--- config.mk ---
export PLATFORM = sky130hd
export DESIGN_NAME = ks_pluck_loop
export DESIGN_NICKNAME = d
export VERILOG_FILES = /design/src/rtl/ks_pluck_loop.sv
export SDC_FILE = /design/constraint.sdc
export NUM_CORES = 1
export LEC_CHECK = 0
export BUFFER_PORTS_ARGS = -buffer_cell sky130_fd_sc_hd__buf_2
export CAP_MARGIN = 20
export CORE_MARGIN = 4
export CORE_UTILIZATION = 51
export DETAILED_ROUTE_END_ITERATION = 12
export GPL_TIMING_DRIVEN = 0
export PLACE_DENSITY = 0.68
export REMOVE_ABC_BUFFERS = 1
export SETUP_SLACK_MARGIN = 0.5
export SYNTH_ARGS = -nofsm -noshare
export SYNTH_HDL_FRONTEND = slang
export SYNTH_SLANG_ARGS = --single-unit
--- constraint.sdc ---
create_clock -name lrck -period 14.7 [get_ports lrck]
set_input_delay 0.735 -clock lrck [delete_from_list [all_inputs] [get_ports lrck]]
set_output_delay 0.735 -clock lrck [all_outputs]
set_load 0.03 [all_outputs]
--- src/rtl/ks_pluck_loop.sv ---
// rtl/ks_pluck_loop.sv - Karplus-Strong excitation burst and decaying two-tap loop filter
module ks_pluck_loop #(
    parameter logic [23:0] LFSR_SEED = 24'h00ACE1
) (
    input  logic               lrck,
    input  logic               rst_n,
    input  logic               pluck,
    input  logic [9:0]         delay,
    input  logic [7:0]         decay,
    input  logic [2:0]         level,
    input  logic signed [23:0] fb,
    output logic signed [23:0] out,
    output logic               busy,
    output logic               active
);
    typedef enum logic [1:0] {IDLE, EXCITE, RING} state_t;

    state_t             state;
    state_t             state_next;
    logic               pl_d;
    logic               pl_edge;
    logic [9:0]         cnt;
    logic [9:0]         zc;
    logic [9:0]         bl;
    logic signed [23:0] fb_prev;
    logic [23:0]        lfsr;
    logic               lfsr_bit;
    logic signed [24:0] sum;
    logic signed [23:0] avg;
    logic signed [32:0] prod;
    logic signed [23:0] y;
    logic               y_zero;
    logic               burst_last;

    assign pl_edge    = pluck & ~pl_d;
    assign lfsr_bit   = lfsr[23] ^ lfsr[22] ^ lfsr[21] ^ lfsr[16];
    assign burst_last = (cnt == bl - 10'd1);

    // Both divisions truncate toward zero: bias negatives before the arithmetic shift.
    always_comb begin
        sum    = $signed({fb[23], fb}) + $signed({fb_prev[23], fb_prev});
        avg    = 24'((sum + $signed({24'd0, sum[24]})) >>> 1);
        prod   = avg * $signed({1'b0, decay});
        y      = 24'((prod + $signed({25'd0, prod[32] ? 8'hFF : 8'h00})) >>> 8);
        y_zero = (y == 24'sd0);
    end

    always_comb begin
        state_next = state;
        case (state)
            IDLE:    state_next = IDLE;
            EXCITE:  if (burst_last) state_next = RING;
            RING:    if (y_zero && zc == bl - 10'd1) state_next = IDLE;
            default: state_next = IDLE;
        endcase
        if (pl_edge) state_next = EXCITE;
    end

    always_ff @(posedge lrck) begin
        if (!rst_n) begin
            state   <= IDLE;
            pl_d    <= 1'b1;
            cnt     <= 10'd0;
            zc      <= 10'd0;
            bl      <= 10'd2;
            fb_prev <= 24'sd0;
            lfsr    <= LFSR_SEED;
            out     <= 24'sd0;
            busy    <= 1'b0;
            active  <= 1'b0;
        end else begin
            state   <= state_next;
            pl_d    <= pluck;
            fb_prev <= fb;
            // Flags describe the sample being written to out this cycle.
            busy    <= (state == EXCITE);
            active  <= (state != IDLE);
            case (state)
                EXCITE: begin
                    out  <= $signed(lfsr) >>> level;
                    lfsr <= {lfsr[22:0], lfsr_bit};
                    cnt  <= cnt + 10'd1;
                    zc   <= 10'd0;
                end
                RING: begin
                    out <= y;
                    zc  <= y_zero ? zc + 10'd1 : 10'd0;
                end
                default: out <= 24'sd0;
            endcase
            if (pl_edge) begin
                cnt <= 10'd0;
                zc  <= 10'd0;
                bl  <= (delay < 10'd2) ? 10'd2 : delay;
            end
        end
    end
endmodule

* Word level (Yosys, flattened, before mapping) *
Index checks and enable logic that the tools add are counted.

operators by class
  add/subtract/negate cells = 6
  $mul = 1
  $lt $le $gt $ge = 1
  equality and inequality tests = 8
  shift-type cells = 1
  multiplexer cells = 9
  bitwise operators = 6
  reduce and logical (&&, ||, !) cells = 7

operators with widths
  operator                                                                number
  24-bit one-hot mux with 2 select lines                                  1
  24-bit by 9-bit multiplier with 33-bit output                           1
  32-bit by 9-bit adder with 32-bit output                                1
  24-bit by 24-bit adder with 25-bit output                               1
  25-bit by 2-bit adder with 25-bit output                                1
  24-bit zero test                                                        1
  24-bit by 3-bit >>> shifter with 24-bit output                          1
  10-bit by 1-bit adder with 10-bit output (second input constant)        2
  10-bit equality test                                                    2
  10-bit two-way mux                                                      2
  10-bit one-hot mux with 2 select lines                                  1
  10-bit by 2-bit < comparator with 1-bit output (second input constant)  1
  10-bit by 1-bit subtractor with 10-bit output (second input constant)   1
  8-bit two-way mux                                                       1
  3-bit != test (second input constant)                                   2
  2-bit two-way mux                                                       2
  2-bit != test (second input constant)                                   2
  2-bit one-hot mux with 2 select lines                                   1
  2-bit AND reduction                                                     2
  2-bit nonzero test                                                      2
  1-bit XOR                                                               3
  2-bit by 1-bit equality test with 1-bit output (second input constant)  1
  2-bit equality test (second input constant)                             1
  1-bit inverter                                                          2
  other kinds (4)                                                         4

storage, ports and cells
  register bits after elaboration = 107
  input port bits = 48
  logic and storage cells = 50

* Depth between registers and ports, before layout *
  depth in word-level cells = 10
  mapped depth = 42
  gate-level depth less buffers = 38

* Worst setup path after synthesis *
Ideal clock, no wire load.

  path kind = input to register
  from = input fb[0]
  to = register zc[9]
  library setup time = 0.074 ns
  arrival time = 9.535 ns
  required time = 14.626 ns
  setup slack = 5.090 ns
  stages on the path = 40
  path buffers = 3
  cell sequence = ha_1 > inv_1 > fa_1 > nor2b_1 > o21ai_0 > a21oi_1 > o211ai_1 > a211oi_1 > o21ai_0 > a21o_1 > nand2_1 > inv_1 > ha_1 > and4_1 > and4_1 > and3_1 > and3_1 > or3b_2 > [4 not listed] > inv_1 > fa_1 > inv_1 > ha_1 > clkbuf_1 > and4_1 > nand3_1 > or3_4 > nor3_1 > or4b_4 > nand2_1 > and3_1 > buf_6 > a211o_2 > a2111oi_4 > buf_6 > a41oi_2 > a31oi_1

between the ends
  longest elaborated chain between the ends = 8

RTL lines
  element                                            line  source
  start: declaration                                 11    input logic signed [23:0] fb,
  24-bit by 24-bit adder with 25-bit output (*)      41    sum = $signed({fb[23], fb}) + $signed({fb_prev[23], fb_prev});
  25-bit by 2-bit adder with 25-bit output (*)       42    avg = 24'((sum + $signed({24'd0, sum[24]})) >>> 1);
  24-bit by 9-bit multiplier with 33-bit output (*)  43    prod = avg * $signed({1'b0, decay});
  8-bit two-way mux                                  44    y = 24'((prod + $signed({25'd0, prod[32] ? 8'hFF : 8'h00})) >>> 8);
  32-bit by 9-bit adder with 32-bit output (*)       44
  24-bit zero test (*)                               45    y_zero = (y == 24'sd0);
  10-bit two-way mux (*)                             87    zc <= y_zero ? zc + 10'd1 : 10'd0;
  10-bit one-hot mux with 2 select lines (*)         78    case (state)
  end signal: assignment                             87
  end: declaration                                   23    logic [9:0] zc;

Mark *: on every way between the ends. The rest lies on a longest branch, timed or not.
A chain may end at the register's enable or synchronous reset.

* Final worst setup path *
  from = input fb[0]
  to = register zc[6]

The elaborated chain is that of the path after synthesis.

==> out/metrics.csv <==
stage,metric,value,unit
setup_path,CP peak stage delay,0.75,ns
layout,"commonest non-fill, non-tap cell in the layout",inv_1,
clock_tree,Sink Count,107,
setup_path,r2r endpoint,zc[6]$_SDFFE_PP0P_,
yosys,cells after synthesis,1743,
setup_path,critical path data required time,15.00,ns
min_path,hold path depth,1,
global_routing,global-route wire length before repair,56.7,mm
yosys,Post-synth ARST share,0,
yosys,Yosys top cell by area,fa_1,
min_path,hold endpoint,bl[9]$_SDFFE_PN0P_,
floorplan,Core Area,28000,um2
timing,Clock Skews,0.0118,ns
floorplan,DIE HEIGHT,177,um
layout,# nets final,2052,
layout,Syn-to-layout area delta,5.97,%
drt,routed vias,11903,
timing,Max Slew Vio Count,0,
outcome,status,finished clean,
global_routing,initial antenna violation count,0,
drt,final WL,32.8,mm
yosys,Seq cells post-synth,107,
timing,Final Critical Period,11.31,ns
setup_path,WS Path Type,in2reg,
yosys,synthesized area,14600,um2
yosys,Area contributors post-synth,"fa_1 21%, dfxtp_1 15%, ha_1 8.3%, inv_1 6.2%, and2_1 5.0%",
floorplan,Top Ports,74,
layout,FILL cells,2690,
layout,Reg area,2140,um2
setup_path,Crit Path Max Fanout,14,
min_path,hold wc startpoint,bl[9]$_SDFFE_PN0P_,
global_routing,largest net degree at the start of global routing,38,
floorplan,Die Width,177,um
yosys,ys flop type,dfxtp_1,
drt,1st-pass router iterations,5,
timing,number of endpoints failing setup at the final stage,0,
clock_tree,TritonCTS Buffers,9,
yosys,post-synth cell types,92,
drt,initial DRC count,726,
timing,final hold violation count,0,
floorplan,row count,61,
min_path,worst hold path class,reg2reg,
clock_tree,Clock transition at path regs,0.09,ns
layout,layout cells sized above 1,0.0875,
setup_path,Crit. End Element,flop,
setup_path,Critical-path top delay cell,a21oi_1,
yosys,register area share after synthesis,0.146,
setup_path,Reg-to-Reg Start,fb_prev[0]$_SDFF_PN0_,
yosys,Synth Area per Inst,8.40,um2
floorplan,Starting Density,0.522,
yosys,share of the synthesized area in the top cell type,0.207,
clock_tree,clk buf depth,2,
timing,Max Clk Rate,88.4,MHz
run,Max Cap Viol,0,
floorplan,die footprint,31500,um2
setup_path,worst-case reg-to-reg path depth,36,
clock_tree,Root Driver,clkbuf_16,
clock_tree,CTS tree,yes,
clock_tree,clock latency on the worst-skew pair,0.37,ns
timing,actual slew at the worst max-slew pin,0.932,ns
timing,RSZ-0062 raised after global routing,no,
global_routing,global route total overflow,0,
clock_tree,CTS Hold Bufs,0,
clock_tree,H-tree Lvls,3,
drt,vias per cell,5.56,
setup_path,Register-to-Register Setup Slack,3.54,ns
clock_tree,"Setup Fix Bufs, Post-CTS",0,
yosys,Post-synth EDFFs,0,
global_routing,vias in the first global route,12035,
drt,drc violations,0,
yosys,yosys warns,0,
place,GP Congestion,0.839,
timing,relative slew slack,0.378,
place,Final HPWL DP,26.2,mm
timing,Final Cycle Share,0.770,
drt,post-DR wirelength/cell,15.3,um
place,buffers added on ports,73,
setup_path,most frequent CP cell,fa_1,
drt,Antenna Nets Post-Route,0,
layout,Multi-input gate area,11300,um2
timing,final setup TNS,0,ns
clock_tree,# resized after CTS,0,
setup_path,startpoint types,input port,
setup_path,CP arrival,11.62,ns
global_routing,GR Util All Layers,0.214,
layout,"commonest cells after routing, fill and taps aside","241 x inv_1, 156 x nand2_1, 151 x fa_1, 117 x and2_1, 107 x dfxtp_1",
[Yosys cell counts (6+ instances only)]
master    count
inv_1       241
nand2_1     156
fa_1        151
and2_1      117
dfxtp_1     107
nor2_1       98
ha_1         97
xnor2_1      75
a21oi_1      62
clkbuf_1     60
o21ai_0      58
xor2_1       51
mux2i_1      49
nand3_1      31
nor3_1       31
nor2b_1      27
nand2b_1     23
a22oi_1      20
mux2_2       20
nand4_1      18
a21o_1       17
and3_1       17
a31oi_1      13
o211ai_1     13
nor3b_1      12
nor4_1       12
o21a_1       12
a211oi_1     11
a22o_1        9
and4_1        8
mux4_2        7
or3_1         7
nor4b_1       6
or3b_2        6
[final cells by class]
class | instances | share of cell area
Antenna cell | 1 | 0.000161
Clock buffer | 9 | 0.0145
Clock inverter | 7 | 0.00605
Inverter | 242 | 0.0586
Multi-Input combinational cell | 1322 | 0.727
Sequential cell | 107 | 0.138
Tap cell | 378 | 0.0305
Timing Repair Buffer | 74 | 0.0249
[layer usage]
metal  routed length, um  GRT usage  part of all wire
met1               15800      0.299              0.48
met5                   0          0                 0
met3                1050     0.0202             0.032
met4                 473     0.0464             0.014
met2               15400      0.362              0.47
[metrics by stage]
| stage | setup slack (ns) | utilization | cell area (um2) | hold slack, ns | cells |
|---|---|---|---|---|---|
| 6_report | 3.39 | 0.554 | 15500 | 0.512 | 2140 |
| 3_3_place_gp | 3.32 | 0.541 | 15200 | 0.480 | 2122 |
| 3_5_place_dp | 3.11 | 0.542 | 15200 | 0.491 | 2123 |
| 2_1_floorplan | 4.95 | - | 14300 | 0.461 | 1671 |
| 4_1_cts | 3.47 | 0.554 | 15500 | 0.514 | 2139 |
| 5_1_grt | 2.56 | 0.554 | 15500 | 0.534 | 2139 |
[registers in the layout (all words and copies together) (netlist names)]
register / count
state: 2
zc: 10
bl: 10
pl_d: 1
active: 1
cnt: 10
out: 24
fb_prev: 24
lfsr: 24
busy: 1
[worst max-delay path by stage]
stage / from / end / slack, ns / depth (start not counted)
finish: fb[0] / zc[6]$_SDFFE_PP0P_ / 3.39 / 37
global route: fb[0] / zc[6]$_SDFFE_PP0P_ / 2.56 / 39
floorplan: fb[0] / zc[6]$_SDFFE_PP0P_ / 4.95 / 38
CTS: fb[0] / zc[6]$_SDFFE_PP0P_ / 3.47 / 37
detailed placement: fb[0] / zc[6]$_SDFFE_PP0P_ / 3.11 / 37
global placement: fb[0] / zc[6]$_SDFFE_PP0P_ / 3.32 / 39
[worst max-delay path, delay by kind of cell]
kind	cells	cell delay (ns)
AO/OA/AOI/OAI	15	4.88
adder cells (fa/ha/maj)	8	3.40
buffers and inverters	5	0.56
AND/OR/NAND/NOR	9	2.00
[logic make-up after synthesis]
| group | share of synthesized area |
|---|---|
| fa+ha+maj | 0.290 |
| xor+xnor | 0.0765 |
| mux | 0.0597 |
| flops | 0.146 |
| simple gates | 0.218 |
| compound gates | 0.127 |
| buf+inv | 0.0832 |
Power is left out: the tool's default activity adds up to more than one toggle a clock period on the data nets, which glitch-free logic cannot reach.
